File: src/rtl/pick_entry_buffer.sv
// Player-pick store for the roulette game: collects distinct wheel positions
// from the keypad, locks them, then counts hits against the result one slot per cycle.
module pick_entry_buffer #(
  parameter int NUM_POS   = 8,
  parameter int MAX_PICKS = 4,
  parameter int POS_W     = 3,
  parameter int CNT_W     = 4
) (
  input  logic                       clk,
  input  logic                       rst,
  input  logic                       clear,
  input  logic                       enable,
  input  logic [CNT_W-1:0]           pick_limit,
  input  logic                       key_valid,
  input  logic [3:0]                 key_value,
  input  logic                       check_req,
  input  logic [POS_W-1:0]           result_pos,
  output logic [MAX_PICKS*POS_W-1:0] picks_flat,
  output logic [CNT_W-1:0]           pick_count,
  output logic                       entry_full,
  output logic                       locked,
  output logic                       reject_pulse,
  output logic                       check_done,
  output logic [CNT_W-1:0]           hit_count,
  output logic                       win_flag
);

  typedef enum logic [1:0] {ENTRY, LOCKED, CHECK, DONE} state_t;

  localparam logic [CNT_W-1:0] MAX_C = CNT_W'(MAX_PICKS);
  localparam logic [3:0]       KEY_BS = 4'd10;
  localparam logic [3:0]       KEY_CA = 4'd11;
  localparam logic [3:0]       KEY_OK = 4'd12;

  state_t           state;
  logic [POS_W-1:0] slots [MAX_PICKS];
  logic [CNT_W-1:0] idx;
  logic [CNT_W-1:0] lim;
  logic [POS_W-1:0] key_pos;
  logic             is_digit;
  logic             is_dup;
  logic             match;
  logic             key_act;
  logic             wipe;

  always_comb begin
    if (pick_limit == '0)
      lim = CNT_W'(1);
    else if (pick_limit > MAX_C)
      lim = MAX_C;
    else
      lim = pick_limit;
  end

  always_comb begin
    key_pos  = POS_W'(key_value - 4'd1);
    is_digit = (key_value >= 4'd1) && (key_value <= 4'(NUM_POS));
    is_dup   = 1'b0;
    match    = 1'b0;
    for (int i = 0; i < MAX_PICKS; i++) begin
      if ((CNT_W'(i) < pick_count) && (slots[i] == key_pos))
        is_dup = 1'b1;
      if ((CNT_W'(i) == idx) && (slots[i] == result_pos))
        match = 1'b1;
    end
  end

  // Key 11 wipes from ENTRY (when enabled) and from DONE (always).
  assign key_act = key_valid && enable && (state == ENTRY);
  assign wipe    = clear
                 || (key_act && key_value == KEY_CA)
                 || (key_valid && state == DONE && key_value == KEY_CA);

  always_ff @(posedge clk or posedge rst) begin
    if (rst) begin
      state        <= ENTRY;
      pick_count   <= '0;
      idx          <= '0;
      hit_count    <= '0;
      win_flag     <= 1'b0;
      reject_pulse <= 1'b0;
      check_done   <= 1'b0;
      for (int i = 0; i < MAX_PICKS; i++) slots[i] <= '0;
    end else begin
      reject_pulse <= 1'b0;
      check_done   <= 1'b0;
      if (wipe) begin
        state      <= ENTRY;
        pick_count <= '0;
        idx        <= '0;
        hit_count  <= '0;
        win_flag   <= 1'b0;
        for (int i = 0; i < MAX_PICKS; i++) slots[i] <= '0;
      end else begin
        unique case (state)
          ENTRY: begin
            if (key_act) begin
              if (is_digit) begin
                if (pick_count < lim && !is_dup) begin
                  for (int i = 0; i < MAX_PICKS; i++)
                    if (CNT_W'(i) == pick_count) slots[i] <= key_pos;
                  pick_count <= pick_count + 1'b1;
                end else begin
                  reject_pulse <= 1'b1;
                end
              end else if (key_value == KEY_BS) begin
                if (pick_count != '0) begin
                  for (int i = 0; i < MAX_PICKS; i++)
                    if (CNT_W'(i) == pick_count - 1'b1) slots[i] <= '0;
                  pick_count <= pick_count - 1'b1;
                end else begin
                  reject_pulse <= 1'b1;
                end
              end else if (key_value == KEY_OK) begin
                if (pick_count >= lim) state <= LOCKED;
                else reject_pulse <= 1'b1;
              end else begin
                reject_pulse <= 1'b1;
              end
            end
          end
          LOCKED, DONE: begin
            if (check_req) begin
              state     <= CHECK;
              idx       <= '0;
              hit_count <= '0;
            end
          end
          CHECK: begin
            hit_count <= hit_count + CNT_W'(match);
            idx       <= idx + 1'b1;
            if (idx + 1'b1 >= pick_count) begin
              state      <= DONE;
              check_done <= 1'b1;
              win_flag   <= (hit_count != '0) || match;
            end
          end
          default: state <= ENTRY;
        endcase
      end
    end
  end

  for (genvar g = 0; g < MAX_PICKS; g++) begin : g_flat
    assign picks_flat[g*POS_W +: POS_W] = slots[g];
  end

  assign entry_full = (pick_count >= lim);
  assign locked     = (state != ENTRY);

endmodule

File: config.mk
export PLATFORM = sky130hd
export DESIGN_NAME = pick_entry_buffer
export DESIGN_NICKNAME = d
export VERILOG_FILES = /design/src/rtl/pick_entry_buffer.sv
export SDC_FILE = /design/constraint.sdc
export NUM_CORES = 1
export LEC_CHECK = 0
export ABC_AREA = 1
export BUFFER_PORTS_ARGS = -buffer_cell sky130_fd_sc_hd__clkbuf_2
export CORE_ASPECT_RATIO = 1.75
export CORE_UTILIZATION = 50
export DETAILED_ROUTE_END_ITERATION = 8
export GPL_TIMING_DRIVEN = 0
export PLACE_DENSITY = 0.83
export SETUP_SLACK_MARGIN = 0.5
export SLEW_MARGIN = 20
export SYNTH_ARGS = -nofsm -noshare
export SYNTH_HDL_FRONTEND = slang
export SYNTH_SLANG_ARGS = --single-unit
File: constraint.sdc
create_clock -name clk -period 3.8 [get_ports clk]
set_clock_uncertainty 0.2 [all_clocks]
set_input_delay 0.19 -clock clk [delete_from_list [all_inputs] [get_ports clk]]
set_output_delay 0.19 -clock clk [all_outputs]
set_load 0.05 [all_outputs]
Yosys cells after proc, flatten, opt, wreduce, memory -nomap -nowiden
Index checks and enable logic that the tools add are counted.
{"block": "totals", "regBits": 29, "word_cells": 169, "output_inout_bits": 25, "in_bits": 17}
{"block": "op_classes", "n_mux": 61, "magnitude_cmp": 10, "add_sub_neg": 5, "eq_ne": 35, "n_reduce_logical": 47}
{"op": "$mux 12", "count": 7}
{"op": "$mux 4", "count": 12}
{"op": "$reduce_and 7->1", "count": 5}
{"op": "$eq 2x4->1 const A", "count": 6}
{"op": "$eq 3x3->1", "count": 8}
{"op": "$mux 3", "count": 8}
{"op": "$mux 1", "count": 23}
{"op": "$reduce_bool 3->1", "count": 7}
{"op": "$ne 3x3->1 const B", "count": 6}
{"op": "$logic_not 4->1", "count": 4}
{"op": "$mux 2", "count": 8}
{"op": "$pmux 4 s2", "count": 2}
{"op": "$logic_and 1x1->1", "count": 15}
{"op": "$ne 3x1->1 const B", "count": 5}
{"op": "$eq 1x4->1 const A", "count": 3}
{"op": "$eq 4x4->1 const B", "count": 3}
{"op": "$reduce_bool 2->1", "count": 5}
{"op": "$add 4x1->4 const B", "count": 2}
{"op": "$ge 4x4->1", "count": 2}
{"op": "$lt 1x4->1 const A", "count": 2}
{"op": "$lt 2x4->1 const A", "count": 2}
{"op": "$reduce_bool 4->1", "count": 2}
{"op": "$pmux 2 s3", "count": 1}
{"op": "$reduce_and 5->1", "count": 1}
{"op": "other kinds (15)", "count": 19}

Logic depth before layout (Yosys ltp)
{"block": "logic_depth", "word_depth": 14, "depth_mapped": 16, "depth_no_buf": 14}

Worst setup path after synthesis
Ideal clock, no wire load.
{"block": "synth_path", "kind": "register to register", "start": "reg pick_count[0]", "end": "reg state[1]", "stages_incl_launch_ff": 11, "required_ns": 3.483, "synth_period_minus_slack_ns": 2.658, "n_path_buf": 0, "slack_ns": 1.142, "arrival_time_ns": 2.341, "setup_ns": 0.117, "path_cell_list": "dfrtp_1 inv_1 ha_1 o21ai_0 nand2_1 nand3_1 nand2_1 o21bai_1 nand2_1 nand2_1 nand2_1"}
{"block": "synth_between", "elab_chain_len": 3, "word_cells_on_any_way": 5, "classes_between": "2 x order compare; 2 x eq/ne; 1 x reduce/logical"}
{"item": "start, declared", "line": "19", "source": "output logic [CNT_W-1:0] pick_count,"}
{"item": "start signal, assigned", "line": "102", "source": "pick_count <= pick_count + 1'b1;"}
{"item": "start signal, assigned", "line": "110", "source": "pick_count <= pick_count - 1'b1;"}
{"item": "$ge 4x4->1"}
{"item": "named net entry_full", "line": "20", "source": "output logic entry_full,"}
{"item": "$ne 3x3->1 (no line)"}
{"item": "$reduce_and 7->1 (no line)"}
{"item": "end signal, assigned", "line": "76", "source": "state <= ENTRY;"}
{"item": "end signal, assigned", "line": "88", "source": "state <= ENTRY;"}
{"item": "end signal, assigned", "line": "115", "source": "if (pick_count >= lim) state <= LOCKED;"}
{"item": "end, declared", "line": "35", "source": "state_t state;"}
The timed path passes the listed nets, and every way through them passes these cells.
A chain may end at the register's enable or synchronous reset.

Worst setup path after layout
{"block": "layout_path", "start": "reg pick_count[0]", "end": "reg slots (netlist bit picks_flat[4])"}
{"block": "layout_between", "elab_chain_len": 10, "word_cells_on_any_way": 24, "classes_between": "1 x add/sub; 5 x order compare; 4 x eq/ne; 4 x mux; 10 x reduce/logical"}
{"item": "$lt 1x4->1", "line": "61", "source": "if ((CNT_W'(i) < pick_count) && (slots[i] == key_pos))"}
{"item": "$logic_and 1x1->1", "line": "61"}
{"item": "$mux 1 (4 in a row)", "line": "61"}
{"item": "$logic_not 1->1", "line": "99", "source": "if (pick_count < lim && !is_dup) begin"}
{"item": "$logic_and 1x1->1", "line": "99"}
{"item": "$ne 3x1->1 (no line)"}
{"item": "$reduce_and 7->1 (no line) *"}
{"item": "end signal, assigned by index", "line": "101", "source": "if (CNT_W'(i) == pick_count) slots[i] <= key_pos;"}
{"item": "end, declared", "line": "36", "source": "logic [POS_W-1:0] slots [MAX_PICKS];"}
Every way passes the cells marked *; elsewhere a longest branch is shown, timed or not.

==> impl_results.md <==
- Congestion Overflow GR: 0
- Post-synth ARST share: 100.0%
- Starting DRC count in detailed routing: 88
- Chip height: 96.43 µm
- Largest net degree at the start of global routing: 30
- Critical-path top delay cell: dfrtp_1
- CP arrival: about 2.4 ns
- Worst Setup End Kind: flip-flop
- Final Hold Viols: 0
- Area added between synthesis and finish: 16.06%
- Depth of the CTS H-tree: 2
- Drt pass-1 iters: 4
- Met1 Use GR: around 24%
- First-pass GRT wire length: approximately 11000 µm
- Mapped Nets: just over 400
- Period utilization: a little under two thirds
- HPWL after DPL: 5064 µm
- Antenna-violating nets left: 0
- Synthesized cell area: about 2500 µm²
- Clk sinks: 29
- Critical Path Fanout Max: 10
- Syn Area/Cell: about 7 µm²
- Vias in the first global route: 2549
- Post-synth top cells: nand2_1 (119), nand3_1 (51), inv_1 (43)
- Die W: about 56 µm
- Ys Warns: 0
- Status: completed
- ANT cells: 0
- Biggest cell delay along the critical path: around 0.55 ns
- RePlAce Congestion: 0.9255
- Final setup violation count: 0
- CTS root buffer: clkbuf_8
- Clk pin slew, worst setup/hold paths: roughly 0.07 ns
- Worst-case hold slack: around 0.063 ns
- PwrDens: roughly 660 nW/µm²
- Buf+Inv Stages, Crit Path: 2
- Critical Path RT: 3.78 ns
- CP startpoint kind: flip-flop
- Synth top area share: around 28%
- Layout cell share with drive strength beyond 1: ~17%
- Most used cell, CP: nand2_1
- Final wirelength: about 6600 µm
- Synth Register Bits: 29
- Syn Inst Count: around 370
- Synth area leader: dfrtp_1
- Core Region: between 4000 and 5000 µm²
- Relative slew slack: between 50% and 60%
- Synth Area in Adders: approximately an eighth
- Main synth FF type: dfrtp_1
- Hold Path Class: in -> reg
- Lkg Pwr: 1.703 nW
- Post-synthesis mux area share: 0.3929%
- Met3 usage: around 3.1%
- VDD IR max: around 480 µV
- Post-Synth XOR/XNOR Area: under 10%
- Number of vias per cell: ~5.5
- Routed vias: between 2000 and 3000
- Minimum clock period: 2.412 ns
- Largest family of logic cells by synthesized area: simple AND/OR/NAND/NOR gates
- Die Area: 5395 µm²
- Pins Over Slew Limit: 0
- Setup TNS: 0 ns
- Global route hottest layer: met2
- Unrepaired setup endpoints after global routing: false
- Std-Cell Rows: 34
- Worst-case clock buffer depth: 2
- Number of remaining DRC errors: 0
- Final core area utilization: about 60%
- GRT met2 Usage: between 50% and 60%
- Antenna violations before repair: 0
- Starting density of the core: between 50% and 60%
- Largest cells by area after synthesis: dfrtp_1 (28%), nand2_1 (18%), ha_1 (13%)
- Post-synth EDFFs: 0
- Nets: 465
- Post-DR wirelength/cell: 13.84 µm
- Critical path class: reg -> reg
- Slew at the pin with the worst max-slew slack: just over 0.6 ns
- Most common cell in the synthesized netlist: nand2_1
- CTS tree: yes
- Clk_lat worst skew: around 0.29 ns
- Cell variety after synth: 30
- CP Cell Sequence: inv_1 > ha_1 > inv_1 > nand2_1 > nand2_1 > nand3_1 > nor2_1 > nor2_1 > nor2_1 > nand2_1 > nand2_1 > nand2_1
- Port bufs: just over 40
- Max-cap viol count: 0
- Cell family with most CP delay: simple AND/OR/NAND/NOR gates
- Compound-Gate Fraction of Synth Area: 5.255%
- CTS Buf Count: 5
- Tot GR Track Use: about a quarter
- Achievable Freq: approximately 410 MHz
- Io pins: 42
- Sequential share of the synthesized area: 28.49%
- Simple-Gate Fraction of Synth Area: between 40% and 50%
-- flip-flops by register name, indices dropped and copies added, names as in the netlist --
register,cells
picks_flat,12
hit_count,4
idx,4
pick_count,4
state,2
check_done,1
reject_pulse,1
win_flag,1
-- cells in the final DEF (no fill, tap or decap), types with 2 or more instances in the layout --
cell,count
nand2_1,119
nand3_1,51
inv_1,42
clkbuf_2,41
nor2_1,30
dfrtp_1,29
ha_1,26
o21ai_0,10
xor2_1,8
nand2_2,6
xnor2_1,6
clkbuf_8,6
nor2_2,5
a21oi_1,5
nor3_1,4
buf_2,3
nand3b_1,3
inv_2,3
nand2_4,3
nand4_1,3
o211ai_1,3
buf_6,2
nor2_4,2
dlygate4sd3_1,2
-- final timing paths --
kind | start | end | slack, ns | cells past startpoint
max in group asynchronous | rst | state[1]$_DFFE_PP0P_ | 2.67 | 3
setup reg to reg | pick_count[0]$_DFFE_PP0P_ | picks_flat[4]$_DFFE_PP0P_ | 1.39 | 12
setup / recovery | pick_count[0]$_DFFE_PP0P_ | picks_flat[4]$_DFFE_PP0P_ | 1.39 | 12
hold reg to reg | win_flag$_DFFE_PP0P_ | win_flag$_DFFE_PP0P_ | 0.33 | 2
hold / removal | enable | reject_pulse$_DFF_PP0_ | 0.06 | 5
min in group asynchronous | rst | idx[1]$_DFFE_PP0P_ | 0.32 | 3
-- per-layer routing --
layer  part of all wire [%]  routed length [µm]  vias up
li1                       -                   -     1274
met5                      0                   0        -
met3                    3.6                 237       25
met2                     55                3638       77
met1                     37                2451     1237
met4                    4.1                 272        0
-- worst min-delay path, delay by kind of cell --
family	cells	cell delay (ns)
and+or+nand+nor	3	0.17
buffers and inverters	2	0.15
-- kinds of logic (layout without fill, tap and decap cells) --
kind of cell	count (synthesis)	in the layout
multiplexers	1	1
adder cells (fa/ha/maj)	26	26
AND/OR/NAND/NOR	229	229
flip-flops	29	29
buffers and inverters	50	101
other	1	1
XOR/XNOR	14	14
AO/OA/AOI/OAI	22	22
-- where the power goes --
| group | internal, mW | switching [mW] | leakage, nW | total, mW |
|---|---|---|---|---|
| Clock | 0.214 | 0.126 | 0.0585 | 0.340 |
| Combinational | 0.326 | 0.788 | 1.25 | 1.11 |
| Sequential | 0.378 | 0.127 | 0.393 | 0.504 |
| Total | 0.917 | 1.04 | 1.70 | 1.96 |
-- through the flow --
stage                     setup WS [ns]  power (mW)  cell area (µm²)  instances
final                             1.388       1.958             2957        477
after CTS                         1.414       1.951             2947        476
after floorplan                   1.142       1.331             2547        372
after global placement            1.330       1.578             2820        467
after detailed placement          1.252       1.607             2820        467
after global routing              1.200       2.096             2957        477
-- layout make-up --
class / count / area (µm²)
clock inverter: 1 / 30.03
sequential: 29 / 725.7
clock buffer: 7 / 86.33
buffer: 5 / 37.54
timing repair buffer: 43 / 225.2
fill: 453 / 1978
tap: 54 / 67.56
inverter: 45 / 168.9
multi-input combinational: 293 / 1615
-- what timing repair did --
action | 4_1_cts | 5_1_grt
gates resized for setup | 0 | 0
hold buffers | 1 | 1
buffers inserted | 0 | 0
endpoints found under the hold margin | 1 | 29
Note: power is estimated with default switching activity, not from simulation.
